**src/rtl/ftf_tx_scheduler_pkg.sv**
```systemverilog
// ftf_tx_scheduler_pkg: shared FTF link widths, codeword cardinality and payload range helper.
// The FNS header macros live here so every file of the slice sees one definition.
`ifndef FNS_VH
`define FNS_VH
`define FBLEN42 30
`define FTF42_CARD 30'd866988874
`define FTF_ID_W 2
`endif

package ftf_tx_scheduler_pkg;
    localparam int FBLEN = `FBLEN42;
    localparam int CODE_W = 42;
    // 2*F(43): count of 42-bit words free of 010/101 transitions
    localparam logic [FBLEN-1:0] FTF42_CARD = `FTF42_CARD;

    typedef logic [CODE_W-1:0] code_t;
    typedef logic [FBLEN-1:0] payload_t;

    function automatic logic ftf_legal(input payload_t d);
        return d < FTF42_CARD;
    endfunction
endpackage

```
**src/rtl/ftf_sync_fifo.sv**
```systemverilog
// ftf_sync_fifo: synchronous FIFO with occupancy count and async active-low reset.
module ftf_sync_fifo #(
    parameter int WIDTH = 8,
    parameter int DEPTH = 4
) (
    input  logic                       clock,
    input  logic                       rst_n,
    input  logic                       push,
    input  logic                       pop,
    input  logic [WIDTH-1:0]           din,
    output logic [WIDTH-1:0]           dout,
    output logic                       full,
    output logic                       empty,
    output logic [$clog2(DEPTH+1)-1:0] count
);
    localparam int AW = $clog2(DEPTH);
    localparam int CW = $clog2(DEPTH + 1);

    logic [WIDTH-1:0] mem [DEPTH];
    logic [AW-1:0] wr_ptr, rd_ptr;
    logic do_push, do_pop;

    assign full = count == CW'(DEPTH);
    assign empty = count == '0;
    assign do_pop = pop & ~empty;
    // a full FIFO may still take a word when the head leaves in the same cycle
    assign do_push = push & (~full | do_pop);
    assign dout = mem[rd_ptr];

    always_ff @(posedge clock or negedge rst_n) begin
        if (!rst_n) begin
            wr_ptr <= '0;
            rd_ptr <= '0;
            count <= '0;
        end else begin
            wr_ptr <= wr_ptr + AW'(do_push);
            rd_ptr <= rd_ptr + AW'(do_pop);
            count <= count + CW'(do_push) - CW'(do_pop);
        end
    end

    always_ff @(posedge clock) begin
        if (do_push) mem[wr_ptr] <= din;
    end

    a_no_push_full: assert property (@(posedge clock) disable iff (!rst_n) !(push && full && !pop));
endmodule

```
**src/rtl/ftf_tx_scheduler.sv**
```systemverilog
// ftf_tx_scheduler: round-robin sharing of one external FTF_encoder_42 between requesters,
// with credit flow control since the encoder register cannot be stalled.
module ftf_tx_scheduler
    import ftf_tx_scheduler_pkg::*;
#(
    parameter int NUM_REQ = 4,
    parameter int ID_W = `FTF_ID_W,
    parameter int FIFO_DEPTH = 4
) (
    input  logic                     clock,
    input  logic                     rst_n,
    input  logic                     en,
    input  logic [NUM_REQ-1:0]       req_valid,
    output logic [NUM_REQ-1:0]       req_ready,
    input  logic [NUM_REQ*FBLEN-1:0] req_data,
    output logic [FBLEN-1:0]         enc_datain,
    input  logic [CODE_W-1:0]        enc_codeout,
    output logic                     out_valid,
    input  logic                     out_ready,
    output logic [CODE_W-1:0]        out_code,
    output logic [ID_W-1:0]          out_id,
    output logic                     err_range,
    input  logic                     err_clr
);
    localparam int CW = $clog2(FIFO_DEPTH + 1);

    logic [ID_W-1:0] rr_ptr, winner, next_ptr, inflight_id;
    logic inflight_v, credit_ok, grant, legal;
    logic fifo_full, fifo_empty;
    logic [CW-1:0] fifo_count;
    payload_t payload;

    // an in-flight word has already claimed a FIFO slot
    assign credit_ok = !fifo_full && (int'(fifo_count) + int'(inflight_v) < FIFO_DEPTH);
    assign grant = rst_n & en & credit_ok & |req_valid;

    always_comb begin
        winner = rr_ptr;
        for (int k = NUM_REQ - 1; k >= 0; k--) begin
            if (req_valid[(int'(rr_ptr) + k) % NUM_REQ]) winner = ID_W'((int'(rr_ptr) + k) % NUM_REQ);
        end
    end

    assign next_ptr = (int'(winner) == NUM_REQ - 1) ? '0 : winner + 1'b1;
    assign payload = req_data[int'(winner)*FBLEN +: FBLEN];
    assign legal = ftf_legal(payload);
    assign req_ready = grant ? NUM_REQ'(1) << winner : '0;
    assign enc_datain = (grant && legal) ? payload : '0;

    always_ff @(posedge clock or negedge rst_n) begin
        if (!rst_n) begin
            rr_ptr <= '0;
            inflight_v <= 1'b0;
            inflight_id <= '0;
            err_range <= 1'b0;
        end else begin
            if (grant) rr_ptr <= next_ptr;
            inflight_v <= grant & legal;
            inflight_id <= winner;
            err_range <= (grant & ~legal) | (err_range & ~err_clr);
        end
    end

    assign out_valid = ~fifo_empty;

    ftf_sync_fifo #(
        .WIDTH(ID_W + CODE_W),
        .DEPTH(FIFO_DEPTH)
    ) u_fifo (
        .clock(clock),
        .rst_n(rst_n),
        .push (inflight_v),
        .pop  (out_valid & out_ready),
        .din  ({inflight_id, enc_codeout}),
        .dout ({out_id, out_code}),
        .full (fifo_full),
        .empty(fifo_empty),
        .count(fifo_count)
    );
endmodule

```
**config.mk**
```make
export PLATFORM = sky130hd
export DESIGN_NAME = ftf_tx_scheduler
export DESIGN_NICKNAME = d
export VERILOG_FILES = /design/src/rtl/ftf_tx_scheduler_pkg.sv /design/src/rtl/ftf_sync_fifo.sv /design/src/rtl/ftf_tx_scheduler.sv
export SDC_FILE = /design/constraint.sdc
export NUM_CORES = 1
export LEC_CHECK = 0
export CAP_MARGIN = 20
export CORE_AREA = 4 4 115 160
export CTS_BUF_LIST = sky130_fd_sc_hd__clkbuf_8 sky130_fd_sc_hd__clkbuf_16
export DETAILED_ROUTE_END_ITERATION = 10
export DIE_AREA = 0 0 119 164
export GPL_TIMING_DRIVEN = 0
export HOLD_SLACK_MARGIN = 0.15
export PLACE_DENSITY = 0.81
export REMOVE_ABC_BUFFERS = 1
export SLEW_MARGIN = 15
export SYNTH_ARGS = -nofsm -noshare
export SYNTH_HDL_FRONTEND = slang
export SYNTH_SLANG_ARGS = --single-unit
```
**constraint.sdc**
```tcl
create_clock -name clock -period 7.05 [get_ports clock]
set_clock_uncertainty 0.05 [all_clocks]
set_input_delay 1.41 -clock clock [delete_from_list [all_inputs] [get_ports clock]]
set_output_delay 1.41 -clock clock [all_outputs]
set_load 0.02 [all_outputs]
```
* Word-level counts from Yosys, hierarchy flattened *
Memory sizes are Yosys's and may differ from the RTL's.
Index checks and enable logic that the tools add are counted.

storage, ports and cells
  register bits after elaboration = 13
  memory bits (writable) = 176
  input port bits = 171
  output and inout port bits = 80
  word-level logic and storage cells = 74
  memories = 1

memory list
  name        words  width  read ports  clocked after Yosys merged registers in  write ports  RTL line             RTL
  u_fifo.mem  4      44     1           0                                        1            ftf_sync_fifo.sv:19  logic [WIDTH-1:0] mem [DEPTH];

operators by class
  $add $sub $neg = 9
  multiply operators = 1
  $lt $le $gt $ge = 6
  eq/ne operators = 2
  shift-type cells = 2
  mux-type cells = 20
  bitwise gates (word level) = 18
  reduce and logical (&&, ||, !) cells = 8

operators with widths
  kind                                                 number
  variable part select 120 x 8 -> 30 bit               1
  < comparator 30 bit (second input constant)          1
  2-to-1 mux 30 bit                                    1
  < comparator 3 x 4 -> 1 bit (second input constant)  3
  2-to-1 mux 2 bit                                     5
  bitwise AND 1 bit                                    9
  2-to-1 mux 1 bit                                     9
  binary-select mux 1 bit (select 2 bit)               4
  multiplier 2 x 4 -> 6 bit (second input constant)    1
  OR reduction 2 bit                                   3
  adder 2 x 1 -> 2 bit                                 2
  adder 2 x 1 -> 2 bit (second input constant)         2
  adder 2 bit (second input constant)                  2
  adder 3 x 1 -> 4 bit                                 1
  < comparator 4 x 3 -> 1 bit (second input constant)  1
  2-to-1 mux 4 bit                                     1
  inverter 1 bit                                       4
  OR reduction 4 bit                                   1
  << shifter 1 x 2 -> 4 bit (first input constant)     1
  adder 3 x 1 -> 3 bit                                 1
  bitwise AND 1 bit (first input constant)             3
  == test 3 bit (second input constant)                1
  logical NOT 3 bit                                    1
  < comparator 2 x 3 -> 1 bit (second input constant)  1
  other kinds (5)                                      7

* Logic depth before layout (Yosys ltp) *
Gate-level depths: netlist (run 1).

  word-level depth = 16
  depth in mapped cells = 14
  mapped depth without buffers = 10

* Cells and area by module *
Synthesis (run 1) repeated with hierarchy kept, for this count alone.

unflattened totals
  cell total of the unflattened synthesis = 554
  area total of the unflattened synthesis = 8,700.8 um2

modules (own cells, without submodules)
  module            instances  cells an instance  area each (um2)  sequential area each (um2)
  ftf_sync_fifo     1          261                6,774.0          5,460.2
  ftf_tx_scheduler  1          293                1,926.8          150.1

* Worst setup path after synthesis (run 1) *
No wires, ideal clock.

  path kind = input -> output
  from = input port req_valid[2]
  to = output port enc_datain[15]
  data arrival time = 4.325 ns
  data required time = 5.590 ns
  path slack = 1.265 ns
  stages = 12
  path buffers = 3
  cell sequence = nor2b_1 > o21a_1 > nor3_4 > buf_4 > buf_1 > o211ai_1 > a22oi_1 > o2111ai_1 > a41oi_1 > o22ai_2 > buf_4 > nor4b_1

between the ends
  longest elaborated chain between the ends = 12
  elaborated cells on any way between the ends = 22
  classes of those cells = mul (1); order compare (1); shift (1); mux (16); bitwise (1); reduce/logical (2)

RTL lines
  element                                               RTL line                    RTL
  from (decl)                                           ftf_tx_scheduler.sv:13      input logic [NUM_REQ-1:0] req_valid,
  binary-select mux 1 bit (select 2 bit)                ftf_tx_scheduler.sv:40      if (req_valid[(int'(rr_ptr) + k) % NUM_REQ]) winner = ID_W'((int'(rr_ptr) + k) % NUM_REQ);
  2-to-1 mux 1 bit (implied by the code) (2 in series)  ftf_tx_scheduler.sv:40
  2-to-1 mux 2 bit (3 in series)                        ftf_tx_scheduler.sv:40
  2-to-1 mux 2 bit (*)                                  ftf_tx_scheduler.sv:40
  net winner[0]                                         ftf_tx_scheduler.sv:27      logic [ID_W-1:0] rr_ptr, winner, next_ptr, inflight_id;
  multiplier 2 x 4 -> 6 bit (*)                         ftf_tx_scheduler.sv:45      assign payload = req_data[int'(winner)*FBLEN +: FBLEN];
  variable part select 120 x 8 -> 30 bit (*)            ftf_tx_scheduler.sv:45
  < comparator 30 bit                                   ftf_tx_scheduler_pkg.sv:20  return d < FTF42_CARD;
  logical AND 1 bit                                     ftf_tx_scheduler.sv:48      assign enc_datain = (grant && legal) ? payload : '0;
  2-to-1 mux 30 bit (*)                                 ftf_tx_scheduler.sv:48
  to (decl)                                             ftf_tx_scheduler.sv:16      output logic [FBLEN-1:0] enc_datain,

The timed path passes the listed nets; every way through them passes the cells marked *. The select of a mux whose other input is x is not followed.

* Worst setup path after layout (run 1) *
  from = input port req_valid[2]
  to = output port enc_datain[20]

between the ends
  longest elaborated chain between the ends = 12
  elaborated cells on any way between the ends = 22
  classes of those cells = mul (1); order compare (1); shift (1); mux (16); bitwise (1); reduce/logical (2)

RTL lines
  element                                               RTL line
  binary-select mux 1 bit (select 2 bit)                ftf_tx_scheduler.sv:40
  2-to-1 mux 1 bit (implied by the code) (2 in series)  ftf_tx_scheduler.sv:40
  2-to-1 mux 2 bit (4 in series)                        ftf_tx_scheduler.sv:40
  multiplier 2 x 4 -> 6 bit                             ftf_tx_scheduler.sv:45
  variable part select 120 x 8 -> 30 bit                ftf_tx_scheduler.sv:45
  < comparator 30 bit                                   ftf_tx_scheduler_pkg.sv:20
  logical AND 1 bit                                     ftf_tx_scheduler.sv:48
  2-to-1 mux 30 bit (*)                                 ftf_tx_scheduler.sv:48

Mark *: on every way between the ends. The rest lies on a longest branch, timed or not. The select of a mux whose other input is x is not followed.

==> results of run 1 <==
[layout make-up]
type                            count  area (um2)
Sequential cell                   189        5615
Fill cell                        1068        4646
Timing Repair Buffer              275        2860
Multi-Input combinational cell    279        2791
Clock buffer                       17       425.4
Tap cell                          232       290.3
Clock inverter                     15       197.7
Inverter                           13       57.56
Antenna cell                        1       2.502
[registers in the layout (all words and copies together), names as in the netlist]
signal         flops
rr_ptr             2
u_fifo.count       3
inflight_id        2
u_fifo.rd_ptr      2
err_range          1
u_fifo.mem       176
u_fifo.wr_ptr      2
inflight_v         1
[cell families (layout without fill, tap and decap cells)]
group,after synthesis,after routing
DFF,189,189
and+or+nand+nor,110,110
muxes,86,86
AOI/OAI and AO/OA,70,70
buffers and inverters,46,320
adders and majority gates,10,10
xor gates and xnor gates,3,3
other,0,1
[metal layers]
| metal | routed length, um | vias up | GRT usage, % | part of all wire (%) |
|---|---|---|---|---|
| met2 | 12070 | 300 | 41.86 | 52 |
| met4 | 652 | 8 | 9.172 | 2.8 |
| li1 | - | 2610 | - | - |
| met5 | 36 | - | 0 | 0.16 |
| met1 | 8259 | 2866 | 27.48 | 36 |
| met3 | 2082 | 52 | 7.751 | 9.0 |
[power groups by stage]
stage                     Combinational (mW)  Sequential (mW)  Clock (mW)
after detailed placement                1.82             1.50           0
after floorplan                         1.03             1.50           0
after global routing                    1.99             1.49        1.03
after global placement                  1.66             1.56           0
after CTS                               1.88             1.48       0.985
final                                   1.87             1.47       0.967
[worst reg2reg max path, stage by stage, from the launching register on]
cell and delay [ns]:
dfrtp_1 0.50, nor2b_1 0.13, o21a_1 0.18, or2_4 0.33, clkinvlp_4 0.16, buf_16 0.17, a211oi_1 0.08, or4_1 0.60
or4_4 0.61, nand4b_4 0.22, o22ai_4 0.17, buf_4 0.22, nor2_1 0.06
[cell usage in the layout (no fill, tap or decap), types with 10 or more instances in the layout]
cell / instances
clkdlybuf4s50_1: 244
clkbuf_16: 17
nor3_1: 24
nand2_1: 30
mux2_2: 10
mux4_2: 44
mux2i_1: 32
inv_1: 11
edfxtp_1: 176
a211oi_1: 10
buf_4: 10
dfrtp_1: 11
a21oi_1: 13
[synth_stat cells (6+ instances only)]
library cell and n:
dfrtp_1 13, mux4_2 44, buf_2 8, edfxtp_1 176, mux2i_1 32, inv_1 12, o31a_1 9, nor2_1 10
a22o_1 6, ha_1 9, nor3_1 24, mux2_2 10, a211oi_1 10, clkbuf_1 16, nor3b_1 7, a21oi_1 13
nand4_1 7, nand2_1 30
[final timing paths]
check | from | endpoint | slack, ns | cells past startpoint
max in group asynchronous | rst_n | u_fifo.rd_ptr[0] | 5.13 | 1
worst max register to register | rr_ptr[0] | inflight_v | 3.44 | 12
worst min register to register | inflight_id[0] | u_fifo.mem[0][42] | 0.44 | 0
worst max-delay path | req_valid[2] | enc_datain[20] | 0.11 | 14
worst min-delay path | inflight_id[0] | u_fifo.mem[0][42] | 0.44 | 0
min in group asynchronous | rst_n | u_fifo.rd_ptr[0] | 1.34 | 1
[what timing repair did]
| action | in CTS | in global routing |
|---|---|---|
| gates cloned | 0 | 0 |
| setup endpoints to repair | 30 | 27 |
| pin swaps | 2 | 0 |
| gates resized for setup | 17 | 5 |
| setup buffers | 7 | 2 |
| hold buffers | 0 | 0 |
==> run metrics, run 1 <==
global-route wire length before repair=roughly 35 mm; vias in the first global route=around 6400; WL/cell=between 20 and 25 um; largest area contributor in the netlist=edfxtp_1; actual slew at the worst max-slew pin=0.6917 ns; Synth Flop Type=edfxtp_1; Buffers on Ports=250; critical path's most frequent cell=clkdlybuf4s50_1; area of placed instances=~11000 um2; Arr. time, crit path=between 5 and 6 ns; # placed instances=between 900 and 1000; maximum vdd drop=0.0002067 V; Leak Pwr=roughly 4.3 nW; fraction of the mapped netlist area in adder cells=under 10%; vias per cell=~5.7; Gate Count Post-Synth=514; total grt overflow=0; post-route clock period utilization=98.40%; H-tree levels=4; Fin Setup TNS=0 ns; Clock Pin Slew Worst Setup and Hold Paths=about 0.07 ns; sw power=approximately 1.5 mW; pwr dens=~350 nW/um2; simple-gate area share of the yosys netlist=between 7 and 8%; Buf/Inv on CP=5; via count=around 6000; die height=around 160 um; Cell Rows=between 50 and 60; DRT iter0 DRCs=435; die width=119 um; antenna-violating nets left=0; DP Worst Slack=-1.281 ns; RSZ-0062 raised after global routing=no; post-route worst setup slack=between 0.1 and 0.15 ns; crit path time final=between 6 and 7 ns; Post-Syn Area=8527 um2; register area share after synthesis=between 60% and 70%; Synth Area per Inst=about 17 um2; starting density of the core=about half; share of layout cells above drive strength 1=16.88%; EDFF count, synth=between 150 and 200; HP Class=flip-flop to flip-flop; clock share of power=about 23%; Net Sw Frac=34.75%; distinct cell type count after synthesis=56; mux cell area share after synthesis=around 17%; Worst-Skew Late Latency=between 0.4 and 0.5 ns; Crit path max-delay family=buffers and inverters; CTS Buf Count=17; antenna violations before repair=5; Worst Path Max Fanout=33; final hold vios=0; 1st-pass router iterations=4; Final Non-Filler Cells=between 1000 and 1500; part of the power in registers=34.2%; Pint=roughly 2.8 mW; largest net degree at the start of global routing=45; total routed wirelength=around 23 mm; Post-synth ARST share=6.878%; Crit path largest cell delay=0.65 ns; Post-Synth XOR/XNOR Area=0.3081%; slew margin rel.=a little over half; Final Setup Violations=0; status=finished, final reports clean; CTS max path bufs=2; max frequency=~140 MHz; top cells by area, synth=edfxtp_1 62%, mux4_2 12%, dfrtp_1 3.8%; Synth warnings=0; largest family of logic cells by synthesized area=multiplexers; Max Cap Viol=0; Post-DP HPWL=between 15 and 20 mm; final instance area=between 10000 and 15000 um2; Slew Limit Fails=0; # DRC=0; gr usage total=between 20% and 30%; gpl congestion=between 0.8 and 0.9; Startpoint Class=input port; Final Power=4.304 mW; CP Capture Type=output port; Ports=251; Synth Area in Compound Gates=under 10%; die area=approximately 20000 um2; crit path cell chain=clkdlybuf4s50_1 > nor2b_1 > o21a_2 > nor3_4 > buf_8 > inv_6 > mux2i_1 > nor2_1 > or3_1 > a41oi_2 > o22ai_4 > buf_4 > nor3b_1 > clkdlybuf4s50_1; Synth top area share=~62%; Area Growth Syn to Fin=43.55%; CTS tree=yes; CTS sink cnt=around 190; CP max stage cell=clkdlybuf4s50_1; Critical Path RT=5.59 ns; Hold Slack=roughly 0.44 ns; synthesized flop and latch total=about 190; layout net count=956; Core ar.=16890 um2; type of the worst setup path=input port to output port; combinational share of power=~43%; clk root buf=clkbuf_16; Final Util=between 70 and 80%
Note: power is estimated with default switching activity, not from simulation.
==> run 2: changes to the inputs <==
- HOLD_SLACK_MARGIN: 0.15 -> 0.05
==> results of run 2 <==
No change in the layout: final DEF, timing and power equal those of run 1.
==> run 3: changes to the inputs <==
- PLACE_DENSITY: 0.81 -> not set
- PLACE_DENSITY_LB_ADDON: not set -> 0.12
- SKIP_CTS_REPAIR_TIMING: not set -> 1
==> run 3 against run 2 <==
Critical path depth decreased by 1. Fmax decreased by 0.30%. Via count decreased by 1.0%. Die area unchanged. Count of clock-buffer cells in the layout unchanged. Setup slack got worse by 0.021 ns. Core utilization increased by 0.70 points. Design area increased by 0.97%. Largest power group unchanged. Sequential power about the same.
==> run metrics, run 3 (synthesis gave the netlist of run 1 again) <==
Worst Path Max Fanout=15 (-55%); type of the worst setup path=input port to output port; Core ar.=16890 um2 (unchanged); Final Setup Violations=0 (unchanged); maximum vdd drop=0.0001850 V (-11%); Startpoint Class=input port; share of layout cells above drive strength 1=16.98% (+0.11 points); Leak Pwr=4.730 nW (+9.0%); Final Power=4.266 mW (-0.88%); Critical Path RT=5.59 ns (about the same); post-route clock period utilization=98.70% (+0.30 points); CP Capture Type=output port; Final Util=73.19% (+0.70 points); Clock Pin Slew Worst Setup and Hold Paths=0.07 ns (about the same); status=finished, final reports clean; vias per cell=5.658 (-1.0%); Buffers on Ports=250 (unchanged); Post-DP HPWL=16.07 mm (-6.0%); Fin Setup TNS=0 ns (unchanged); die height=164 um (unchanged); die width=119 um (unchanged); DP Worst Slack=-1.380 ns (-0.09819 ns); largest net degree at the start of global routing=41 (-8.9%); Largest regs=u_fifo.mem (176), u_fifo.count (3); Cell Rows=56 (unchanged); crit path time final=6.958 ns (+0.02122 ns); final hold vios=0 (unchanged); R2R Path End=inflight_v; CTS max path bufs=2 (unchanged); total grt overflow=0 (unchanged); Largest Register=u_fifo.mem; r2r worst-path depth=11 (-1); antenna-violating nets left=0 (unchanged); Ports=251 (unchanged); reg2reg start=rr_ptr[0]; HP Class=flip-flop to flip-flop; Hold Slack=0.4585 ns (+0.01412 ns); area of placed instances=11500 um2 (+0.17%); vias in the first global route=6315 (-0.86%); Worst-Skew Late Latency=0.41 ns (about the same); Ant. Diodes=0 (-1); Hold Crit Start=inflight_id[1]; pwr dens=345.2 nW/um2 (-1.8%); post-route worst setup slack=0.09153 ns (-0.02122 ns); flip-flop count of the largest register after layout=176 (unchanged); gr usage total=22.26% (-1.7 points); 1st-pass router iterations=4 (unchanged); actual slew at the worst max-slew pin=0.6366 ns (-0.05514 ns); gpl congestion=0.9248 (+3.3%); final instance area=12360 um2 (+0.97%); max frequency=143.7 MHz (-0.30%); WHS Path Cells=0 (unchanged); via count=5777 (-1.0%); clk root buf=clkbuf_16; Arr. time, crit path=5.50 ns (+0.02 ns); # DRC=0 (unchanged); CTS Buf Count=17 (unchanged); commonest non-fill, non-tap cell in the layout=clkdlybuf4s50_1; starting density of the core=50.50% (unchanged); total routed wirelength=21.80 mm (-5.7%); DRT iter0 DRCs=381 (-12%); layout net count=957 (+0.10%); # placed instances=979 (unchanged); WL/cell=21.35 um (-5.7%); fillcell total=1094 (+2.4%); slew margin rel.=57.43% (+3.5 points); Area Growth Syn to Fin=44.95%; antenna violations before repair=2 (-3); H-tree levels=4 (unchanged); global-route wire length before repair=33.26 mm (-5.9%); Final Non-Filler Cells=1021 (unchanged); CTS sink cnt=189 (unchanged); die area=19520 um2 (unchanged); WHS Endpoint=u_fifo.mem[2][43]; Worst R2R Setup Slack=3.46 ns (+0.02 ns); CTS tree=yes; Slew Limit Fails=0 (unchanged); most frequent cells in the layout=225 x clkdlybuf4s50_1, 176 x edfxtp_1, 44 x mux4_2, 32 x mux2i_1, 30 x nand2_1; Max Cap Viol=0 (unchanged)
## run 3: worst max-delay path, stage by stage
cell and delay, ns:
clkdlybuf4s50_1 0.47, nor2b_1 0.19, o21a_2 0.33, nor3_4 0.39, buf_8 0.18, a211oi_1 0.09, or4_1 0.60, or4_4 0.61
nand4b_4 0.25, o22ai_4 0.17, buf_12 0.17, nor3_1 0.06, clkdlybuf4s50_1 0.56
## run 3: power breakdown
group,internal [mW],switching [mW],leakage [nW]
clock network,0.472,0.431,0.287
logic,0.952,0.963,2.70
registers,1.34,0.105,1.74
## run 3: per-layer routing
layer	track usage [%]	vias to the layer above	part of all wire (%)
li1	-	2616	-
met1	25.57	2842	36
met2	39.85	276	53
met3	6.579	39	7.6
met4	7.380	4	2.9
met5	0	-	0.064
## run 3: area by class of cell
class	count	area, um2	share of cell area (%)
flip-flops and latches	189	5615	45.43
clock inverters	15	153.9	1.245
repair buffers	275	2968	24.01
multi-input cells	280	2840	22.98
inverters	13	66.31	0.5365
well taps	232	290.3	2.349
clock buffers	17	425.4	3.442
## run 3: worst max path at each step
stage / from / endpoint / cells past startpoint
floorplan: req_valid[2] / enc_datain[0] / 10
global placement: req_valid[0] / enc_datain[3] / 12
detailed placement: req_valid[3] / enc_datain[3] / 13
CTS: req_valid[3] / enc_datain[24] / 13
global route: req_valid[2] / enc_datain[10] / 13
finish: req_valid[2] / enc_datain[10] / 13
